## src/rtl/button_debouncer_array.sv

```systemverilog
// N-channel push-button front end: 2-flop synchroniser, shared sample-tick prescaler,
// per-channel debounce and a hold FSM producing press/release/long/repeat pulses.
module button_debouncer_array #(
  parameter int N_BTN        = 5,
  parameter int TICK_DIV     = 100000,
  parameter int STABLE_TICKS = 10,
  parameter int LONG_TICKS   = 1000,
  parameter int REPEAT_TICKS = 200,
  parameter int REPEAT_EN    = 1
) (
  input  logic             clk,
  input  logic             reset_n,
  input  logic [N_BTN-1:0] btn_raw,
  output logic [N_BTN-1:0] btn_level,
  output logic [N_BTN-1:0] btn_press,
  output logic [N_BTN-1:0] btn_release,
  output logic [N_BTN-1:0] btn_long,
  output logic [N_BTN-1:0] btn_repeat,
  output logic             sample_tick
);

  localparam int TW = $clog2(TICK_DIV) + 1;
  localparam int SW = $clog2(STABLE_TICKS) + 1;
  localparam int HW = $clog2(LONG_TICKS) + 1;
  localparam int RW = $clog2(REPEAT_TICKS) + 1;

  localparam logic [TW-1:0] TICK_LAST = TW'(TICK_DIV - 1);
  localparam logic [TW-1:0] TICK_PRE  = TW'(TICK_DIV - 2);
  localparam logic [SW-1:0] STAB_LAST = SW'(STABLE_TICKS - 1);
  localparam logic [HW-1:0] HOLD_LAST = HW'(LONG_TICKS - 1);
  localparam logic [RW-1:0] REP_LAST  = RW'(REPEAT_TICKS - 1);
  localparam logic          REP_ON    = (REPEAT_EN != 0);

  typedef enum logic [1:0] {
    S_IDLE = 2'd0,
    S_HELD = 2'd1,
    S_LONG = 2'd2
  } hold_state_t;

  logic [N_BTN-1:0] r_sync1;
  logic [N_BTN-1:0] r_sync2;
  logic [TW-1:0]    r_tick_cnt;
  logic             r_sample_tick;

  always_ff @(posedge clk or negedge reset_n) begin
    if (!reset_n) begin
      r_sync1 <= '0;
      r_sync2 <= '0;
    end else begin
      r_sync1 <= btn_raw;
      r_sync2 <= r_sync1;
    end
  end

  // The tick is registered one count early so it is high while the counter sits at TICK_DIV-1.
  always_ff @(posedge clk or negedge reset_n) begin
    if (!reset_n) begin
      r_tick_cnt    <= '0;
      r_sample_tick <= 1'b0;
    end else begin
      r_tick_cnt    <= (r_tick_cnt == TICK_LAST) ? '0 : r_tick_cnt + TW'(1);
      r_sample_tick <= (r_tick_cnt == TICK_PRE);
    end
  end

  assign sample_tick = r_sample_tick;

  for (genvar g = 0; g < N_BTN; g++) begin : g_ch
    hold_state_t   r_state;
    logic [SW-1:0] r_stab_cnt;
    logic [HW-1:0] r_hold_cnt;
    logic [RW-1:0] r_rep_cnt;
    logic          r_level;
    logic          r_press;
    logic          r_release;
    logic          r_long;
    logic          r_repeat;
    logic          w_differs;
    logic          w_flip;

    assign w_differs = (r_sync2[g] != r_level);
    assign w_flip    = w_differs && (r_stab_cnt == STAB_LAST);

    // A debounced fall is checked before the hold thresholds, so release beats long/repeat.
    always_ff @(posedge clk or negedge reset_n) begin
      if (!reset_n) begin
        r_state    <= S_IDLE;
        r_stab_cnt <= '0;
        r_hold_cnt <= '0;
        r_rep_cnt  <= '0;
        r_level    <= 1'b0;
        r_press    <= 1'b0;
        r_release  <= 1'b0;
        r_long     <= 1'b0;
        r_repeat   <= 1'b0;
      end else begin
        r_press   <= 1'b0;
        r_release <= 1'b0;
        r_long    <= 1'b0;
        r_repeat  <= 1'b0;
        if (r_sample_tick) begin
          if (w_flip) begin
            r_level    <= ~r_level;
            r_stab_cnt <= '0;
            r_press    <= ~r_level;
            r_release  <= r_level;
          end else if (w_differs) begin
            r_stab_cnt <= r_stab_cnt + SW'(1);
          end else begin
            r_stab_cnt <= '0;
          end

          case (r_state)
            S_IDLE: begin
              if (w_flip && !r_level) begin
                r_state    <= S_HELD;
                r_hold_cnt <= '0;
              end
            end
            S_HELD: begin
              if (w_flip) begin
                r_state    <= S_IDLE;
                r_hold_cnt <= '0;
                r_rep_cnt  <= '0;
              end else if (r_hold_cnt == HOLD_LAST) begin
                r_long     <= 1'b1;
                r_state    <= S_LONG;
                r_hold_cnt <= '0;
                r_rep_cnt  <= '0;
              end else begin
                r_hold_cnt <= r_hold_cnt + HW'(1);
              end
            end
            S_LONG: begin
              if (w_flip) begin
                r_state    <= S_IDLE;
                r_hold_cnt <= '0;
                r_rep_cnt  <= '0;
              end else if (r_rep_cnt == REP_LAST) begin
                r_repeat  <= REP_ON;
                r_rep_cnt <= '0;
              end else begin
                r_rep_cnt <= r_rep_cnt + RW'(1);
              end
            end
            default: begin
              r_state    <= S_IDLE;
              r_hold_cnt <= '0;
              r_rep_cnt  <= '0;
            end
          endcase
        end
      end
    end

    assign btn_level[g]   = r_level;
    assign btn_press[g]   = r_press;
    assign btn_release[g] = r_release;
    assign btn_long[g]    = r_long;
    assign btn_repeat[g]  = r_repeat;
  end

endmodule

```

## config.mk

```make
export PLATFORM = sky130hd
export DESIGN_NAME = button_debouncer_array
export DESIGN_NICKNAME = d
export VERILOG_FILES = /design/src/rtl/button_debouncer_array.sv
export SDC_FILE = /design/constraint.sdc
export NUM_CORES = 1
export LEC_CHECK = 0
export ABC_AREA = 1
export BUFFER_PORTS_ARGS = -buffer_cell sky130_fd_sc_hd__buf_2
export CORE_ASPECT_RATIO = 0.6
export CORE_UTILIZATION = 65
export CTS_BUF_LIST = sky130_fd_sc_hd__clkbuf_8
export DETAILED_ROUTE_END_ITERATION = 12
export GPL_ROUTABILITY_DRIVEN = 0
export PLACE_DENSITY = 0.89
export SLEW_MARGIN = 20
export SYNTH_ARGS = -nofsm -noshare
export SYNTH_HDL_FRONTEND = slang
export SYNTH_SLANG_ARGS = --single-unit
```

## constraint.sdc

```tcl
create_clock -name clk -period 1.8 [get_ports clk]
set_input_delay 0.09 -clock clk [delete_from_list [all_inputs] [get_ports clk]]
set_output_delay 0.09 -clock clk [all_outputs]
set_load 0.02 [all_outputs]
```

==> reports/metrics.cfg, run 1 <==
[detailed_routing]
dr_wl_met2_um=10900
highest_layer=met4
viasPerCell=5.52
dr_wl_met3_um=1890
vias=10170
antenna_left=0
drt-total-wl_um=24900
wl_met1_um=11700
drc_errors=0
drtIter0Drc=1170
post_drt_wl_per_cell_um=13.5
dr.pass1.iters=8

[power_and_ir_drop]
power.share.clock_pct=38.8
net-switching-power_mw=1.80
switching_share_pct=25.0
p_leak_nw=6.17
comb_power_share_pct=1.9
power_frac_seq_pct=59.3
p_int_mw=5.38
power_density_nw_per_um2=592
ir_worst_vdd_uv=482

[clocking]
cts_tree=yes
clock_tree.root_cell=clkbuf_8
clock_latency_ps=500
cts-htree-levels=4
clkTransAtPathRegs_ps=120
cts_inserted_buffers=17
cts_sinks=189
clock_path_buffers=2

[cells_and_area]
nets=1630
area_growth_syn_to_layout_pct=9.07
diodes=0
fillers=1243
layout_commonest_cell=nand2_1
drive_gt1_share_pct=11.3
mostFrequentLayoutCells=nand2_1 (479), inv_1 (209), dfrtp_1 (188)
fin_cells=1842

[setup_path]
cp_cell_sequence=inv_1 > ha_2 > nand2_1 > nor2_2 > nand2_2 > nand2_4 > nand2_2 > nor2_2 > nand3_1 > nand2_1
path_max_fanout=6
cp.required_ps=2230
critPathCaptureType=register
cpMaxStageDelayCell=dfrtp_1
cp_data_arrival_time_ps=2160
path_class=register to register
startpoint_type=register
cp_top_family=simple AND/OR/NAND/NOR gates
critPathMaxStageDelay_ps=410
worst-path-buf-inv=1

[placement]
dp_hpwl_um=17300
port_buffers=32
placed_cells=1787

[global_routing]
grt_pass1_wl_um=41800
grt_overflow=0
antenna_found_initial=0
grt_max_degree=56
grt_usage_pct=29.6
grt_pass1_vias=9108

[floorplanning]
num_rows=36
core_um2=16500
dieArea_um2=17700
start_util_pct=67.4
die_y_um=103
die_x_um=171
ios=33

[job]
drv_cap=0

[sta]
final-max-slew-violation-count=0
slew_headroom_pct=69.2
fmax_ghz=0.578
worst_slew_pin_slew_ps=462
setup_viol=0
hold_viol=0
period_share_pct=96.1
grt_setup_unrepaired=yes
fin_tns_setup_ps=0
finClkSkew_ps=20.0
fin_crit_ps=1730

[synth]
yosysSeqAreaShare_pct=42.5
synth_nets=1582
syn_area_per_cell_um2=7.16
ys.warnings.count=0
syn_area_um2=11100
yosysUniqueCellTypes=33
synth-seq-cells=189
syn_inst=1553

[hold_path]
hp-class=input port to async pin

[run_status]
outcome=complete, no violations

[synth_stat cells (all sizes together)]
| cell type | number | area (um^2) |
|---|---|---|
| nand2 | 496 | 1920 |
| inv | 225 | 845 |
| dfrtp | 189 | 4730 |
| nor2 | 181 | 742 |
| nand3 | 147 | 778 |
| nand4 | 67 | 419 |
| o21ai | 54 | 270 |
| buf | 52 | 360 |
| nor3 | 32 | 165 |
| xor2 | 28 | 245 |
| ha | 22 | 275 |
| a21oi | 17 | 88.8 |
| nand3b | 11 | 82.6 |
| o22ai | 8 | 50.1 |
| clkbuf | 7 | 26.3 |
| nor4 | 6 | 37.5 |
| xnor2 | 6 | 52.6 |
| o21bai | 3 | 22.5 |
| and3 | 1 | 6.26 |
| or2 | 1 | 6.26 |
[per-stage QoR]
stage                     setup WS [ps]  power, mW  hold slack [ps]  utilization [%]  instance area (um^2)
after floorplan                     273       4.36             -206                -                 11100
after global placement              118       4.47             94.5             69.7                 11500
after detailed placement           24.6       4.47             93.5             69.7                 11500
after CTS                          6.38       7.22              126             72.4                 11900
after global routing              -91.7       7.40              154             73.6                 12100
final                              71.0       7.18              122             73.6                 12100
[final timing paths]
path / start / end / slack (ps) / depth (start not counted)
worst max register to register: g_ch[0].r_stab_cnt[1] / g_ch[0].r_hold_cnt[9] / 70 / 10
worst min-delay path: reset_n / g_ch[2].r_press / 120 / 2
worst min register to register: r_sync1[3] / r_sync2[3] / 360 / 0
worst max-delay path: g_ch[0].r_stab_cnt[1] / g_ch[0].r_hold_cnt[9] / 70 / 10
max in group asynchronous: reset_n / g_ch[3].r_stab_cnt[0] / 1030 / 3
min in group clk: btn_raw[2] / r_sync1[2] / 220 / 2
[sequential cells by signal, summed over array words and instances, names as in the netlist, 10 cells and up]
| register | count |
|---|---|
| g_ch.r_rep_cnt | 45 |
| g_ch.r_stab_cnt | 25 |
| r_tick_cnt | 18 |
| g_ch.r_state | 10 |
| g_ch.r_hold_cnt | 55 |
[power by group through the flow]
| stage | clock network, mW | registers (mW) | logic [mW] |
|---|---|---|---|
| after CTS | 2.82 | 4.26 | 0.138 |
| after floorplan | 0 | 4.34 | 0.0139 |
| after detailed placement | 0 | 4.34 | 0.128 |
| after global placement | 0 | 4.34 | 0.126 |
| after global routing | 2.98 | 4.26 | 0.157 |
| final | 2.79 | 4.26 | 0.133 |
[cell type report]
cell class	instances	area [um^2]	share of cell area, %
clock inverters	13	120	0.990
clock buffers	19	262	2.16
well taps	228	285	2.35
inverters	225	845	6.96
flip-flops and latches	189	4730	39.0
multi-input cells	1081	5230	43.1
repair buffers	87	658	5.43
[routing by layer]
layer / vias to the layer above / global-route usage [%]
met5: - / 0
met4: 0 / 10.2
met3: 45 / 4.95
met2: 426 / 44.8
met1: 4721 / 43.4
li1: 4978 / -
[logic make-up after synthesis]
kind of cell / share of synthesized area, %
AND/OR/NAND/NOR: 37.4
AO/OA/AOI/OAI: 3.88
flip-flops: 42.5
buffers and inverters: 11.1
XOR/XNOR: 2.68
adder cells (fa/ha/maj): 2.48
[repair_timing]
item / CTS / global route
pin swaps: 0 / 7
setup buffers: 0 / 15
hold buffers: 6 / 0
endpoints found under the hold margin: 174 / 0
setup endpoints to repair: 1 / 85
gates cloned: 0 / 2
resized for setup: 1 / 22
Power figures use the tool's default switching activity.
==> run 2: changes to the inputs <==
--- a/config.mk
+++ b/config.mk
@@ -12,7 +12,8 @@
 export CTS_BUF_LIST = sky130_fd_sc_hd__clkbuf_8
 export DETAILED_ROUTE_END_ITERATION = 12
 export GPL_ROUTABILITY_DRIVEN = 0
-export PLACE_DENSITY = 0.89
+export MAX_ROUTING_LAYER = met4
+export PLACE_DENSITY = 0.83
 export SLEW_MARGIN = 20
 export SYNTH_ARGS = -nofsm -noshare
 export SYNTH_HDL_FRONTEND = slang
==> run 2 against run 1 <==
Effect of this change:
- sequential power about the same
- sequential cell count unchanged
- non-clock buffer count shrank 2
==> reports/metrics.cfg, run 2 (synthesized netlist as in run 1, its figures left out) <==
[clocking]
clock_tree.root_cell=clkbuf_8
cts_inserted_buffers=17  ; unchanged
clock_latency_ps=490  ; about the same
cts_sinks=189  ; unchanged
clkTransAtPathRegs_ps=120  ; about the same
cts_tree=yes
cts-htree-levels=4  ; unchanged
clock_path_buffers=2  ; unchanged

[floorplanning]
die_x_um=171  ; unchanged
die_y_um=103  ; unchanged
ios=33  ; unchanged
dieArea_um2=17700  ; unchanged
core_um2=16500  ; unchanged
num_rows=36  ; unchanged
start_util_pct=67.4  ; unchanged

[cells_and_area]
drive_gt1_share_pct=11.0  ; -0.29 points
largest_reg_flops=55  ; unchanged
fillers=1266  ; +1.9%
fin_area_um2=12100  ; about the same
nets=1627  ; -0.18%
diodes=0  ; unchanged
area_growth_syn_to_layout_pct=9.15  ; about the same
layout_commonest_cell=nand2_1
top_register=g_ch.r_hold_cnt
mostFrequentLayoutCells=nand2_1 (479), inv_1 (209), dfrtp_1 (188)
reg.largest.list=g_ch.r_hold_cnt x55, g_ch.r_rep_cnt x45, g_ch.r_stab_cnt x25

[hold_path]
hp-class=input port to async pin

[sta]
final-max-slew-violation-count=0  ; unchanged
period_share_pct=94.8  ; -1.3 points
setup_ws_ps=94.0  ; +23.0 ps
worst_slew_pin_slew_ps=401  ; -61.0 ps
setup_viol=0  ; unchanged
slew_headroom_pct=73.2  ; +4.0 points
fin_tns_setup_ps=0  ; unchanged
hold-worst-slack_ps=16.6  ; -105 ps
fin_crit_ps=1710  ; -23.0 ps
hold_viol=0  ; unchanged
fmax_ghz=0.586  ; +1.3%
finClkSkew_ps=23.1  ; +3.12 ps

[global_routing]
grt_pass1_wl_um=40600  ; -2.8%
grt_usage_pct=29.7  ; +0.13 points
grt_overflow=0  ; unchanged
grt_pass1_vias=8849  ; -2.8%
antenna_found_initial=0  ; unchanged
grt_max_degree=59  ; +5.4%

[detailed_routing]
post_drt_wl_per_cell_um=13.3  ; -1.5%
vias=10014  ; -1.5%
drtIter0Drc=1078  ; -7.9%
drc_errors=0  ; unchanged
antenna_left=0  ; unchanged
viasPerCell=5.45  ; -1.4%
dr.pass1.iters=5  ; -3
drt-total-wl_um=24500  ; -1.7%

[placement]
dpl_cell_area_um2=11500  ; -0.30%
dp_hpwl_um=17300  ; -0.19%
port_buffers=32  ; unchanged
pre_cts_ws_ps=9.04  ; -15.6 ps

[power_and_ir_drop]
power_density_nw_per_um2=597  ; +0.92%
p_leak_nw=6.17  ; about the same
power_mw=7.25  ; +0.99%
ir_worst_vdd_uv=439  ; -9.0%

[setup_path]
cp.required_ps=2230  ; about the same
path_class=register to register
path_max_fanout=7  ; +1
startpoint_type=register
critPathCaptureType=register
cp_data_arrival_time_ps=2130  ; -30 ps

[job]
drv_cap=0  ; unchanged

[run_status]
outcome=complete, no violations

-- run 2: changes by cell type in the layout (fill, tap and decap cells not counted), sizes merged --
cell	previous run	this run
buf	80	78
clkinvlp	0	2
inv	234	232
bufinv	0	1
clkbuf	20	19
nor2	182	181
-- run 2: final cells by class --
cell class	count	area (um^2)	share of cell area, %
Multi-Input combinational cell	1080	5240	43.2
Tap cell	228	285	2.35
Inverter	225	845	6.96
Clock buffer	18	248	2.04
Timing Repair Buffer	85	639	5.27
Sequential cell	189	4730	39.0
Clock inverter	14	148	1.22
-- run 2: metrics by stage --
| step | utilization (%) | std cells |
|---|---|---|
| global placement | 69.5 | 1784 |
| global route | 73.6 | 1839 |
| CTS | 72.4 | 1824 |
| detailed placement | 69.5 | 1784 |
| finish | 73.6 | 1839 |
| floorplan | - | 1553 |
-- run 2: report_power, final --
group / leakage [nW] / internal (mW) / switching (mW) / total [mW]
clock: 0.198 / 1.18 / 1.67 / 2.86
combinational: 3.37 / 0.0354 / 0.0972 / 0.133
sequential: 2.60 / 4.25 / 0.00657 / 4.26
total: 6.17 / 5.47 / 1.78 / 7.25
-- run 2: path summary, 6_finish.rpt --
kind	start	to	slack (ps)	cells past startpoint
setup / recovery	g_ch[0].r_stab_cnt[1]	g_ch[0].r_state[0]	90	11
hold / removal	reset_n	g_ch[2].r_rep_cnt[3]	20	2
setup reg to reg	g_ch[0].r_stab_cnt[1]	g_ch[0].r_state[0]	90	11
hold reg to reg	r_sync1[1]	r_sync2[1]	360	0
max in group asynchronous	reset_n	g_ch[0].r_rep_cnt[6]	1190	3
min in group clk	btn_raw[3]	r_sync1[3]	220	2
-- run 2: worst max-delay path, stage by stage, from the launching register on --
cell	delay, ps
dfrtp_1	420
inv_1	80
ha_1	170
nand2_1	80
nor2_2	180
nand2_4	120
nand2_4	90
nand2_2	70
nor2_4	150
buf_6	140
nand3_1	70
nand2_1	90
-- run 2: layer usage --
metal  up-vias  track usage, %  part of all wire (%)
met2       364            43.4                    43
met4         0            8.31                   1.5
met1      4647            43.1                    49
met5         -               -                     0
met3        38            4.57                   6.6
li1       4965               -                     -
-- run 2: timing repair --
action	CTS	global route
resized for setup	2	22
pin swaps	1	7
endpoints found under the hold margin	194	0
hold buffers	6	0
endpoints found under the setup margin	5	115
buffers inserted	2	15
==> run 3: changes to the inputs <==
--- a/config.mk
+++ b/config.mk
@@ -5,7 +5,6 @@
 export SDC_FILE = /design/constraint.sdc
 export NUM_CORES = 1
 export LEC_CHECK = 0
-export ABC_AREA = 1
 export BUFFER_PORTS_ARGS = -buffer_cell sky130_fd_sc_hd__buf_2
 export CORE_ASPECT_RATIO = 0.6
 export CORE_UTILIZATION = 65
==> run 3 against run 2 <==
Effect of this change:
- the flow now finishes with violations (negative setup slack)
- synthesized area is 12% lower
- synthesized cell count is 33% lower
- sequential share of layout area is 1.3 points lower
- clock power hardly changed
- design area is 3.6% higher
- utilization is 13 points higher
- combinational power is 26% higher
- die area is 12% lower
- via count is 6.3% lower
- routed wire length is 17% higher
- worst setup slack worse by 190 ps
- maximum frequency is 10% lower
- critical endpoint is now g_ch[1].r_rep_cnt[6]
- largest cell class unchanged
==> reports/metrics.cfg, run 3 <==
[power_and_ir_drop]
power_frac_seq_pct=58.7  ; about the same
p_leak_nw=5.62  ; -8.9%
comb_power_share_pct=2.3  ; +0.5 points
switching_share_pct=25.7  ; +1.2 points
power_mw=7.27  ; +0.22%
p_int_mw=5.40  ; -1.4%
net-switching-power_mw=1.87  ; +5.2%
power_density_nw_per_um2=578  ; -3.3%
power.share.clock_pct=39.0  ; -0.4 points
ir_worst_vdd_uv=402  ; -8.4%

[detailed_routing]
antenna_left=0  ; unchanged
drtIter0Drc=1246  ; +16%
drc_errors=0  ; unchanged
post_drt_wl_per_cell_um=19.8  ; +49%
dr.pass1.iters=6  ; +1
vias=9379  ; -6.3%
drt-total-wl_um=28500  ; +17%
viasPerCell=6.51  ; +20%

[run_status]
outcome=finished, violations left
violations=negative setup slack

[clocking]
cts_inserted_buffers=17  ; unchanged
cts_tree=yes
cts-htree-levels=4  ; unchanged
clock_latency_ps=490  ; about the same
clkTransAtPathRegs_ps=120  ; about the same
clock_path_buffers=2  ; unchanged
clock_tree.root_cell=clkbuf_8
cts_sinks=189  ; unchanged

[floorplanning]
die_x_um=161  ; -6.0%
start_util_pct=67.2  ; -0.29 points
dieArea_um2=15600  ; -12%
num_rows=34  ; -5.6%
core_um2=14600  ; -11%
ios=33  ; unchanged
die_y_um=97.1  ; -6.0%

[global_routing]
grt_max_degree=44  ; -25%
grt_usage_pct=33.7  ; +4.0 points
grt_overflow=0  ; unchanged
grt_pass1_vias=8333  ; -5.8%
antenna_found_initial=0  ; unchanged
grt_pass1_wl_um=41100  ; +1.0%

[setup_path]
cp_cell_sequence=inv_2 > ha_4 > nand4bb_4 > buf_4 > o21ai_2 > buf_4 > nor3_1 > o21ai_0 > o31ai_1
critPathMostFrequentCell=buf_4
path_max_fanout=4  ; -3
cp.required_ps=2160  ; -70 ps
cp-startpoint=g_ch[1].r_stab_cnt[1]
cp_data_arrival_time_ps=2260  ; +130 ps
r2r-start=g_ch[1].r_stab_cnt[1]
rr_worst_depth=9  ; -2
critPathCaptureType=register
path_class=register to register
startpoint_type=register
critPathMaxStageDelay_ps=410  ; about the same
cpMaxStageDelayCell=dfrtp_1

[synth]
yosysUniqueCellTypes=69  ; +110%
syn_inst=1037  ; -33%
synth_edf_count=0  ; unchanged
syn_area_um2=9800  ; -12%
synthArstFlopShare_pct=100  ; unchanged
synthFlopType=dfrtp_1
post-synth-top-count-cell=dfrtp_1
ys.warnings.count=0  ; unchanged
yosysSeqAreaShare_pct=48.3  ; +5.7 points
synth_top_cell_area_share_pct=48.3  ; +5.7 points
synth-seq-cells=189  ; unchanged
yosysTopAreaCell=dfrtp_1
syn_area_per_cell_um2=9.45  ; +32%
synth_nets=1066  ; -33%
ys_top_cells_by_area=dfrtp_1 (48%), o21ai_0 (6.2%), nand2_1 (3.6%)
synthTopCellsByCount=dfrtp_1 (189), o21ai_0 (122), nand2_1 (94)

[cells_and_area]
diodes=0  ; unchanged
reg.largest.list=g_ch.r_hold_cnt x55, g_ch.r_rep_cnt x45, g_ch.r_stab_cnt x25
top_register=g_ch.r_hold_cnt
area_growth_syn_to_layout_pct=28.3
nets=1259  ; -23%
fin_area_um2=12600  ; +3.6%
largest_reg_flops=55  ; unchanged
mostFrequentLayoutCells=dfrtp_1 (180), buf_4 (170), nand2_1 (90)
drive_gt1_share_pct=31.9  ; +21 points
utilization_pct=86.2  ; +13 points
layout_commonest_cell=dfrtp_1

[sta]
slew_headroom_pct=68.1  ; -5.1 points
setup_ws_ps=-99.9  ; -194 ps
period_share_pct=106  ; +11 points
worst_slew_pin_slew_ps=474  ; +72.3 ps
hold-worst-slack_ps=58.1  ; +41.6 ps
fin_tns_setup_ps=-1100  ; -1100 ps
grt_setup_unrepaired=yes
fin_crit_ps=1900  ; +194 ps
finClkSkew_ps=22.7  ; -0.400 ps
hold_viol=0  ; unchanged
final-max-slew-violation-count=0  ; unchanged
fmax_ghz=0.526  ; -10%
setup_viol=35  ; +35

[placement]
port_buffers=32  ; unchanged
dp_hpwl_um=16000  ; -7.8%
dpl_cell_area_um2=11000  ; -3.6%

[hold_path]
hp-class=input port to async pin

[job]
drv_cap=0  ; unchanged

[run 3: worst max-delay path: cells and delay by family (launching register included)]
kind	cells	cell delay, ps
adders and majority gates	1	140
and+or+nand+nor	2	250
DFF	1	410
AOI/OAI and AO/OA	3	540
buffers and inverters	3	450
[run 3: power by group through the flow]
stage,clock [mW],combinational [mW],sequential (mW)
global placement,0,0.146,4.34
CTS,2.81,0.161,4.26
floorplan,0,0.0247,4.34
global route,2.99,0.190,4.27
finish,2.83,0.168,4.26
detailed placement,0,0.149,4.34
[run 3: kinds of logic after synthesis]
logic type / share of synthesized area (%)
AO/OA/AOI/OAI: 16.4
XOR/XNOR: 2.54
AND/OR/NAND/NOR: 23.7
flip-flops: 48.3
multiplexers: 1.58
adder cells (fa/ha/maj): 2.81
buffers and inverters: 4.71
[run 3: routing by layer]
metal / wire [um] / track usage [%] / vias to the layer above
li1: - / - / 4136
met1: 11900 / 47.5 / 4557
met2: 13500 / 50.0 / 582
met3: 2350 / 6.19 / 104
met4: 820 / 10.5 / 0
met5: 0 / - / -
[run 3: path summary, 6_finish.rpt]
kind	to	slack, ps
setup / recovery	g_ch[1].r_rep_cnt[6]	-100
hold / removal	g_ch[3].r_hold_cnt[4]	60
setup reg to reg	g_ch[1].r_rep_cnt[6]	-100
hold reg to reg	r_sync2[1]	350
max in group asynchronous	g_ch[4].r_hold_cnt[3]	1070
min in group clk	r_sync1[4]	240
[run 3: layout make-up]
cell class	count	area, um^2
Tap cell	198	248
Inverter	33	124
Timing Repair Buffer	229	1770
Sequential cell	189	4740
Clock inverter	13	124
Multi-Input combinational cell	760	5310
Fill cell	687	2020
Clock buffer	19	262
[run 3: what timing repair did]
item / 4_1_cts / 5_1_grt
cloned: 1 / 7
pin swaps: 14 / 44
resized for setup: 50 / 156
buffers inserted: 28 / 21
endpoints found under the setup margin: 55 / 97
hold buffers: 6 / 0
hold endpoints to repair: 194 / 0
[run 3: per-stage QoR]
step | setup WS (ps) | cells
after global placement | -95.2 | 1350
after global routing | -222 | 1441
after floorplan | -45.4 | 1037
after CTS | 0.846 | 1417
after detailed placement | -252 | 1350
final | -99.9 | 1441
